==> src/rtl/uart_pkg.sv <==
// rtl/uart_pkg.sv - shared UART definitions: FSM states, parity codes, width defaults.
package uart_pkg;

  localparam int UART_DATA_WIDTH = 8;
  localparam int UART_PRESC_W    = 5;

  localparam logic PAR_EVEN = 1'b0;
  localparam logic PAR_ODD  = 1'b1;

  typedef enum logic [2:0] {
    IDLE   = 3'd0,
    START  = 3'd1,
    DATA   = 3'd2,
    PARITY = 3'd3,
    STOP   = 3'd4
  } uart_state_e;

endpackage

==> src/rtl/uart_bit_timer.sv <==
// rtl/uart_bit_timer.sv - counts 0..period-1 while enabled and pulses bit_done on the last cycle.
module uart_bit_timer #(
  parameter int W = 5
) (
  input  logic         clk,
  input  logic         rst_n,
  input  logic         clear,
  input  logic         enable,
  input  logic [W-1:0] period,
  output logic         bit_done
);

  logic [W-1:0] count;

  // period is never 0 while enabled, so period-1 cannot wrap
  assign bit_done = enable && (count == period - W'(1));

  always_ff @(posedge clk or negedge rst_n) begin
    if (!rst_n) begin
      count <= '0;
    end else if (clear || bit_done) begin
      count <= '0;
    end else if (enable) begin
      count <= count + W'(1);
    end
  end

endmodule

==> src/rtl/uart_tx.sv <==
// rtl/uart_tx.sv - UART transmitter: start bit, LSB-first data, optional parity, one stop bit.
module uart_tx
  import uart_pkg::*;
#(
  parameter int DATA_WIDTH = UART_DATA_WIDTH,
  parameter int PRESC_W    = UART_PRESC_W
) (
  input  logic                  clk,
  input  logic                  rst,
  input  logic [DATA_WIDTH-1:0] P_DATA,
  input  logic                  Data_Valid,
  input  logic                  PAR_EN,
  input  logic                  PAR_TYPE,
  input  logic [PRESC_W-1:0]    prescale,
  output logic                  TX_OUT,
  output logic                  busy
);

  localparam int IDX_W = $clog2(DATA_WIDTH);

  uart_state_e state_q, state_d;
  logic [DATA_WIDTH-1:0] data_q;
  logic                  par_en_q;
  logic                  par_type_q;
  logic [PRESC_W-1:0]    period_q;
  logic [IDX_W-1:0]      idx_q, idx_d;
  logic                  tx_q, tx_d;
  logic                  busy_q, busy_d;
  logic                  accept;
  logic                  bit_done;
  logic                  par_bit;

  uart_bit_timer #(.W(PRESC_W)) u_timer (
    .clk      (clk),
    .rst_n    (rst),
    .clear    (accept),
    .enable   (state_q != IDLE),
    .period   (period_q),
    .bit_done (bit_done)
  );

  assign par_bit = (^data_q) ^ (par_type_q == PAR_ODD);

  always_comb begin
    state_d = state_q;
    idx_d   = idx_q;
    accept  = 1'b0;
    case (state_q)
      IDLE: begin
        if (Data_Valid && !busy_q) begin
          accept  = 1'b1;
          state_d = START;
        end
      end
      START: begin
        if (bit_done) begin
          state_d = DATA;
          idx_d   = '0;
        end
      end
      DATA: begin
        if (bit_done) begin
          if (idx_q == IDX_W'(DATA_WIDTH - 1)) begin
            state_d = par_en_q ? PARITY : STOP;
          end else begin
            idx_d = idx_q + IDX_W'(1);
          end
        end
      end
      PARITY: begin
        if (bit_done) state_d = STOP;
      end
      STOP: begin
        if (bit_done) state_d = IDLE;
      end
      default: state_d = IDLE;
    endcase
  end

  // Line level is derived from the next state so TX_OUT is a clean register output
  always_comb begin
    tx_d   = 1'b1;
    busy_d = (state_d != IDLE);
    case (state_d)
      START:   tx_d = 1'b0;
      DATA:    tx_d = data_q[idx_d];
      PARITY:  tx_d = par_bit;
      default: tx_d = 1'b1;
    endcase
  end

  always_ff @(posedge clk or negedge rst) begin
    if (!rst) begin
      state_q    <= IDLE;
      idx_q      <= '0;
      tx_q       <= 1'b1;
      busy_q     <= 1'b0;
      data_q     <= '0;
      par_en_q   <= 1'b0;
      par_type_q <= 1'b0;
      period_q   <= '0;
    end else begin
      state_q <= state_d;
      idx_q   <= idx_d;
      tx_q    <= tx_d;
      busy_q  <= busy_d;
      if (accept) begin
        data_q     <= P_DATA;
        par_en_q   <= PAR_EN;
        par_type_q <= PAR_TYPE;
        period_q   <= (prescale == '0) ? PRESC_W'(1) : prescale;
      end
    end
  end

  assign TX_OUT = tx_q;
  assign busy   = busy_q;

endmodule

==> config.mk <==
export PLATFORM = sky130hd
export DESIGN_NAME = uart_tx
export DESIGN_NICKNAME = d
export VERILOG_FILES = /design/src/rtl/uart_pkg.sv /design/src/rtl/uart_bit_timer.sv /design/src/rtl/uart_tx.sv
export SDC_FILE = /design/constraint.sdc
export NUM_CORES = 1
export LEC_CHECK = 0
export ABC_CLOCK_PERIOD_IN_PS = 4000
export BUFFER_PORTS_ARGS = -buffer_cell sky130_fd_sc_hd__buf_2
export CORE_MARGIN = 2
export CORE_UTILIZATION = 30
export DETAILED_ROUTE_END_ITERATION = 6
export HOLD_SLACK_MARGIN = 0.06
export MAX_ROUTING_LAYER = met4
export PLACE_DENSITY = 0.57
export SKIP_CTS_REPAIR_TIMING = 1
export SYNTH_ARGS = -nofsm -noshare
export SYNTH_HDL_FRONTEND = slang
export SYNTH_SLANG_ARGS = --single-unit
==> constraint.sdc <==
create_clock -name clk -period 4 [get_ports clk]
set_input_delay 0.8 -clock clk [delete_from_list [all_inputs] [get_ports clk]]
set_output_delay 0.8 -clock clk [all_outputs]
set_load 0.05 [all_outputs]
==> results of run 1 <==
## cells in the mapped netlist, types with 2 or more instances
master    count  area share (%)
a211oi_1      2            0.95
a21oi_1       6             1.9
a31oi_1       2            0.79
and2_1        2            0.79
clkbuf_1      2            0.47
dfrtp_1      27              43
ha_1          3             2.4
inv_1         4            0.95
mux2_2       14              10
mux2i_1       3             1.9
nand2_1      17             4.0
nand3_1       3            0.95
nand4_1       2            0.79
nor2_1       12             2.8
nor3_1        2            0.63
nor4_1        2            0.79
o21ai_0       6             1.9
o31ai_1       2            0.95
or3_1         2            0.79
xnor2_1       8             4.4
xor2_1        7             3.9
## power by group
part	internal [mW]	switching (mW)	total (mW)
Sequential	0.420	0.153	0.573
Combinational	0.418	0.443	0.861
Clock	0.0883	0.0942	0.182
## area by class of cell
| type | instances | area [um2] |
|---|---|---|
| inverter | 5 | 18.8 |
| tap | 70 | 87.6 |
| sequential | 28 | 702 |
| multi-input combinational | 116 | 833 |
| fill | 541 | 3310 |
| clock buffer | 4 | 55.1 |
| timing repair buffer | 20 | 103 |
## critical path, delay by kind of cell (launching register included)
family          cells  cell delay (ns)
flops               1             0.41
simple gates        3             0.84
xor+xnor            1             0.13
buf+inv             1             0.08
fa+ha+maj           1             0.30
compound gates      4             0.89
mux                 1             0.25
## sequential cells by signal (all words and copies together), names as in the netlist
register	cells
u_timer.count	5
state_q	3
TX_OUT	1
busy	1
idx_q	3
period_q	5
par_en_q	1
data_q	8
par_type_q	1
## placed cells by master (no fill, tap or decap), types with 2 or more instances in the layout
master,instances
o21ai_0,6
a211oi_1,2
nor2_1,12
and2_1,2
nand2_1,17
buf_2,19
xnor2_1,8
dfrtp_1,27
nor4_1,2
mux2_2,14
nand3_1,3
inv_1,4
nor3_1,2
a21oi_1,6
clkbuf_8,4
nand4_1,2
a31oi_1,2
o31ai_1,2
mux2i_1,3
ha_1,3
xor2_1,7
or3_1,2
## how the worst min path moves through the flow
stage                     cells after the start               end
after floorplan                               1  u_timer.count[4]
after global placement                        1  u_timer.count[4]
after detailed placement                      1  u_timer.count[4]
after CTS                                     1  u_timer.count[4]
after global routing                          1  u_timer.count[4]
final                                         1              busy
## metal layers
metal	track usage, %	wire length, um
met1	15.2	1490
met2	17.3	1320
met3	1.78	83
met4	4.36	51
met5	-	0
## cells by family after synthesis
group / after synthesis
buffers and inverters: 10
and+or+nand+nor: 51
muxes: 17
adders and majority gates: 3
xor gates and xnor gates: 15
DFF: 28
AOI/OAI and AO/OA: 30
==> results_dict.tcl, run 1 <==
set metrics [dict create \
    worst-path-max-fanout 5 \
    maxCapViolCount 0 \
    r2r_end "TX_OUT" \
    vias 1163 \
    cp-startpoint "period_q[0]" \
    syn_area_um2 1580 \
    min_period_ns 2.99 \
    max_freq_mhz 334 \
    power_mw 1.62 \
    grt_usage_pct 11.3 \
    start_util_pct 31.0 \
    cts.sinks 28 \
    gp_congestion 0.778 \
    synth-seq-area-share_pct 44.3 \
    cts_max_path_buffers 2 \
    drtAntennaViolNets 0 \
    post-place-cells 239 \
    ios 20 \
    synth.distinct_cells 47 \
    synthAdderAreaFrac_pct 2.37 \
    grt_max_degree 29 \
    final-hold-violation-count 0 \
    required_ns 4.19 \
    slew_viol_final 0 \
    rsz0062_at_grt "false" \
    drive_above_1_share_pct 27.2 \
    dieArea_um2 5870 \
    critPathLaunchType "flip-flop" \
    cp_slowest_cell "or4_4" \
    post_dp_cell_area_um2 1740 \
    rows 26 \
    wirelength_mm 2.95 \
    clk_latency_ns 0.28 \
    crit_end "TX_OUT" \
    leakage_nw 0.771 \
    rr_startpoint "period_q[0]" \
    whs_ns 0.519 \
    htreeDepth 1 \
    layout_setup_ws_ns 1.01 \
    avgRoutedWirePerCell_um 12.1 \
    area_delta_synth_final_pct 13.7 \
    fin_util_pct 35.2 \
    cts_tree "done" \
    fp.dieW_um 76.6 \
    io_buffers 19 \
    async_flop_share_pct 100 \
    cp.arrival_ns 3.18 \
    synthXorXnorAreaFrac_pct 8.30 \
    syn_inst 154 \
    final_cell_area_um2 1800 \
    syn_avg_cell_area_um2 10.3 \
    finalSetupTns_ns 0 \
    dp_hpwl_mm 2.20 \
    r2r_slack_ns 1.01 \
    muxShareOfSynthArea_pct 11.9 \
    crit_type "reg2reg" \
    rr_worst_depth 11 \
    cp_slowest_stage_delay_ns 0.51 \
    nNetsFinal 195 \
    route.detailed.drc 0 \
    syn_nets 175 \
    cp_cell_sequence "inv_1, ha_1, xor2_1, nand2_1, or4_4, nor2_1, a31oi_1, o21ai_1, mux2i_1, o22ai_1, o311ai_1" \
    yosys.area_share.simple_pct 16.3 \
    clkTransAtPathRegs_ns 0.10 \
    antenna_found_initial 0 \
    grt_pass1_vias 1141 \
    synth_ff_type "dfrtp_1" \
    clock_skew_ns 0.00501 \
    clockRootBuffer "clkbuf_8" \
    grt_overflow_total 0 \
    dp_slack_ns 1.01 \
    ys_ff_latch 28 \
    num_antenna_cells 0 \
    cts_inserted_buffers 3 \
    coreArea_um2 5110 \
    grt_pass1_wl_mm 5.25 \
    instances_no_fill 243 \
    drtIter0Drc 103 \
    first_pass_iters 4 \
    fp.dieH_um 76.6 \
    synth_compound_area_share_pct 13.8 \
    period_share_pct 74.8 \
    relSlewSlack_pct 56.6 \
    tightest_slew_ns 0.647 \
    power_density_nw_per_um2 898 \
    synth_top_family_by_area "simple AND/OR/NAND/NOR gates" \
    yosys_warnings 0 \
    end_kind "flip-flop" \
    status "finished, final reports clean" \
    synth_edf_count 0 \
    routed_via_density 4.79 \
    ir_drop_mv 0.334 \
    finalSetupViolCount 0 \
    hold_class "in2async" \
]
Power figures use the tool's default switching activity.
==> run 2: changes to the inputs <==
ABC_AREA = 1   (was not set)
ABC_CLOCK_PERIOD_IN_PS = 2500   (was 4000)
PLACE_DENSITY = 0.58   (was 0.57)
clock period = 2.5 ns   (was 4 ns; I/O delays follow)
==> results_dict.tcl, run 2 <==
set metrics [dict create \
    syn_area_um2 1780 \
    grt_max_degree 29 \
    wirelength_mm 3.37 \
    nNetsFinal 251 \
    power_density_nw_per_um2 365 \
    io_buffers 19 \
    htreeDepth 1 \
    routed_via_density 4.55 \
    dp_hpwl_mm 2.63 \
    rows 28 \
    async_flop_share_pct 100 \
    worst-path-max-fanout 6 \
    num_antenna_cells 0 \
    hold_class "in2async" \
    syn_inst 208 \
    grt_pass1_vias 1268 \
    drtIter0Drc 68 \
    maxCapViolCount 0 \
    multi_input_area_um2 961 \
    yosysMostFrequentCell "nand2_1" \
    path_depth 14 \
    fillCellCount 641 \
    avgRoutedWirePerCell_um 11.1 \
    synth_edf_count 0 \
    period_share_pct 85.0 \
    clockRootBuffer "clkbuf_8" \
    critPathBufInv 2 \
    yosysTopAreaCell "dfrtp_1" \
    cp_slowest_cell "dfrtp_1" \
    fp.dieH_um 81.1 \
    cts_max_path_buffers 2 \
    fin_util_pct 34.5 \
    crit_type "reg2reg" \
    synth_ff_type "dfrtp_1" \
    vias 1383 \
    cp.arrival_ns 2.28 \
    clkTransAtPathRegs_ns 0.10 \
    final-hold-violation-count 0 \
    post-place-cells 300 \
    grt_pass1_wl_mm 5.81 \
    grt_usage_pct 11.4 \
    synth_top_area_share_pct 37.9 \
    syn_avg_cell_area_um2 8.57 \
    post_dp_cell_area_um2 1960 \
    area_delta_synth_final_pct 12.6 \
    critPathLaunchType "flip-flop" \
    required_ns 2.66 \
    end_kind "flip-flop" \
    instances_no_fill 304 \
    antenna_found_initial 0 \
    synth.distinct_cells 34 \
    tightest_slew_ns 0.625 \
    coreArea_um2 5820 \
    rsz0062_at_grt "false" \
    fp.dieW_um 81.1 \
    synth-seq-area-share_pct 39.4 \
    reg_top3 "data_q (8), period_q (5), u_timer.count (5)" \
    dieArea_um2 6570 \
    path_delay_family "simple AND/OR/NAND/NOR gates" \
    route.detailed.drc 0 \
    drtAntennaViolNets 0 \
    cp_slowest_stage_delay_ns 0.40 \
    cp_cell_sequence "inv_2, ha_1, nand2_1, nand2_1, nor2_1, nand2_2, nor2_8, nand3_4, o21ai_1, nand2_1, nor2_2, inv_2, nor2_1, nand4_1" \
    ys_top_cells_by_area "dfrtp_1 (38%), nand2_1 (9.7%), mux2_2 (6.3%)" \
    first_pass_iters 4 \
    ir_drop_mv 0.173 \
    mostFrequentLayoutCell "nand2_1" \
    rr_worst_depth 14 \
    final_cell_mix "nand2_1 (46), dfrtp_1 (27), nand3_1 (20), buf_2 (19), inv_1 (17)" \
    largest-register "data_q" \
    leakage_nw 1.00 \
    gp_congestion 0.891 \
    syn_nets 229 \
    clock_skew_ns 0.00801 \
    final_cell_area_um2 2010 \
    relSlewSlack_pct 58.3 \
    status "finished, final reports clean" \
    largest_register_ffs 8 \
    seq_area_um2 702 \
    start_util_pct 30.6 \
    cts.sinks 28 \
    min_period_ns 2.13 \
    finalSetupViolCount 0 \
    yosys_warnings 0 \
    drive_above_1_share_pct 30.6 \
    cts_tree "done" \
    cts_inserted_buffers 3 \
    clk_latency_ns 0.28 \
    finalSetupTns_ns 0 \
    slew_viol_final 0 \
    synthTopCellsByCount "nand2_1 (46), dfrtp_1 (27), nand3_1 (20)" \
    ios 20 \
    grt_overflow_total 0 \
    ys_ff_latch 28 \
    max_freq_mhz 470 \
    whs_ns 0.227 \
    crit_top_cell "nand2_1" \
]
==> run 2: worst paths after layout <==
path	slack, ns	end	start
max in group asynchronous	1.86	data_q[3]	rst
max reg2reg	0.37	busy	period_q[0]
max	0.37	busy	period_q[0]
min reg2reg	0.51	period_q[1]	period_q[1]
min	0.23	period_q[3]	rst
min in group clk	0.44	par_en_q	PAR_EN
==> run 2: kinds of logic after synthesis <==
kind of cell / after synthesis / share of synthesized area [%]
flip-flops: 28 / 39.4
AO/OA/AOI/OAI: 17 / 5.69
buffers and inverters: 31 / 6.67
XOR/XNOR: 11 / 5.41
adder cells (fa/ha/maj): 3 / 2.11
multiplexers: 10 / 6.32
AND/OR/NAND/NOR: 108 / 34.4
==> run 2: where the power goes <==
group | internal [mW] | total, mW | switching, mW
combinational | 0.00991 | 0.0235 | 0.0136
sequential | 0.453 | 0.453 | 0
clock | 0.114 | 0.256 | 0.141
==> run 2: metrics by stage <==
stage,power (mW),worst slack (ns)
after floorplan,0.463,0.610
after global placement,0.486,0.409
after detailed placement,0.486,0.358
after CTS,0.744,0.342
after global routing,0.770,0.164
final,0.732,0.374
==> run 2: layer usage <==
metal | wire length, um | global-route usage [%] | share of wire [%]
met2 | 1540 | 17.3 | 46
met3 | 67 | 0.889 | 2.0
met4 | 59 | 4.41 | 1.7
met1 | 1700 | 15.9 | 51
met5 | 0 | - | 0
==> run 2: cell type report <==
cell class | instances | area share, %
Inverter | 29 | 5.49
Clock buffer | 4 | 2.24
Sequential cell | 28 | 35.0
Timing Repair Buffer | 19 | 4.74
Multi-Input combinational cell | 149 | 47.9
Tap cell | 75 | 4.68
==> run 2: worst register-to-register path, cell delays in order (launching register included) <==
cell	delay, ns
dfrtp_1	0.40
inv_2	0.07
ha_1	0.32
nand2_1	0.08
nand2_1	0.05
nor2_1	0.11
nand2_2	0.10
nor2_8	0.12
nand3_4	0.13
o21ai_1	0.15
nand2_1	0.07
nor2_2	0.12
inv_2	0.06
nor2_1	0.14
nand4_1	0.10
==> run 3: changes to the inputs <==
ABC_CLOCK_PERIOD_IN_PS = 2400   (was 2500)
BUFFER_PORTS_ARGS = not set   (was -buffer_cell sky130_fd_sc_hd__buf_2)
DONT_BUFFER_PORTS = 1   (was not set)
PLACE_DENSITY = 0.54   (was 0.58)
clock period = 2.4 ns   (was 2.5 ns; I/O delays follow)
==> results_dict.tcl, run 3 (same netlist as run 2, synthesis figures left out) <==
set metrics [dict create \
    fin_util_pct 33.4 \
    final_cell_mix "nand2_1 (46), dfrtp_1 (27), nand3_1 (20), inv_1 (17), nor2_1 (13)" \
    power_density_nw_per_um2 390 \
    period_share_pct 87.5 \
    worst-path-max-fanout 6 \
    finalSetupViolCount 0 \
    final-hold-violation-count 0 \
    area_delta_synth_final_pct 8.99 \
    cts.sinks 28 \
    ir_drop_mv 0.232 \
    required_ns 2.56 \
    grt_util_met2_pct 17.6 \
    use_met3_pct 1.00 \
    clk_latency_ns 0.28 \
    vias 1334 \
    relSlewSlack_pct 67.3 \
    cts_tree "done" \
    rsz0062_at_grt "false" \
    num_antenna_cells 0 \
    first_pass_iters 4 \
    reg_top3 "data_q (8), period_q (5), u_timer.count (5)" \
    nNetsFinal 234 \
    gp_congestion 0.848 \
    wirelength_mm 3.38 \
    end_kind "flip-flop" \
    clockRootBuffer "clkbuf_8" \
    hold_class "in2reg" \
    drtIter0Drc 76 \
    cp.arrival_ns 2.26 \
    worstHoldStart "prescale[2]" \
    gr-usage-met1_pct 16.4 \
    fillCellCount 636 \
    dp_hpwl_mm 2.57 \
    final_cell_area_um2 1940 \
    layout_setup_ws_ns 0.301 \
    coreArea_um2 5820 \
    grt_pass1_wl_mm 5.83 \
    whs_ns 0.330 \
    critPathLaunchType "flip-flop" \
    dp_slack_ns 0.256 \
    route.detailed.drc 0 \
    maxCapViolCount 0 \
    clock_skew_ns 0.00414 \
    slew_viol_final 0 \
    multi_input_area_um2 961 \
    largest_register_ffs 8 \
    cp-startpoint "period_q[0]" \
    max_freq_mhz 476 \
    antenna_found_initial 0 \
    grt_max_degree 29 \
    routed_via_density 4.65 \
    drive_above_1_share_pct 24.5 \
    fp.dieH_um 81.1 \
    clkTransAtPathRegs_ns 0.10 \
    grt.busiest_layer "met2" \
    tightest_slew_ns 0.491 \
    htreeDepth 1 \
    fp.dieW_um 81.1 \
    finalSetupTns_ns 0 \
    largest-register "data_q" \
    grt_pass1_vias 1261 \
    post_dp_cell_area_um2 1870 \
    ios 20 \
    grt_usage_pct 11.9 \
    avgRoutedWirePerCell_um 11.8 \
    rows 28 \
    mostFrequentLayoutCell "nand2_1" \
    crit_type "reg2reg" \
    leakage_nw 0.941 \
    dieArea_um2 6570 \
    seq_area_um2 702 \
    cts_inserted_buffers 3 \
    min_period_ns 2.10 \
    status "finished, final reports clean" \
    drtAntennaViolNets 0 \
    cts_max_path_buffers 2 \
    grt_overflow_total 0 \
    io_buffers 0 \
    rr_startpoint "period_q[0]" \
    start_util_pct 30.6 \
]
## run 3: worst paths after layout
kind / endpoint / slack, ns / cells past startpoint
min in group asynchronous: period_q[0] / 0.63 / 2
setup reg to reg: busy / 0.30 / 14
hold / removal: period_q[2] / 0.33 / 2
hold reg to reg: period_q[4] / 0.52 / 2
setup / recovery: busy / 0.30 / 14
max in group asynchronous: TX_OUT / 1.53 / 2
## run 3: where the power goes
part	internal (mW)	switching, mW	total (mW)
combinational	0.00531	0.0109	0.0163
clock	0.119	0.150	0.269
sequential	0.471	0	0.471
total	0.596	0.161	0.757
## run 3: layout make-up
class	count	area share (%)
multi-input combinational	149	49.5
sequential	28	36.1
inverter	29	5.67
tap	75	4.83
clock buffer	4	2.32
timing repair buffer	2	1.55
## run 3: metrics by stage
| step | total power [mW] | std cells |
|---|---|---|
| after floorplan | 0.482 | 208 |
| after global placement | 0.483 | 281 |
| after detailed placement | 0.483 | 281 |
| after CTS | 0.756 | 285 |
| after global routing | 0.791 | 287 |
| final | 0.757 | 287 |
## run 3: critical path: stages, from the launching register on
cell and delay (ns):
dfrtp_1 0.39, inv_2 0.07, ha_1 0.31, nand2_1 0.07
nand2_1 0.05, nor2_1 0.10, nand2_2 0.09, nor2_8 0.12
nand3_4 0.13, o21ai_1 0.15, nand2_1 0.07, nor2_2 0.11
inv_2 0.05, nor2_1 0.16, nand4_1 0.10
## run 3: metal layers
layer,vias to the layer above,share of wire [%]
li1,680,-
met1,626,51
met2,23,44
met3,5,2.3
met4,0,2.3
met5,-,0
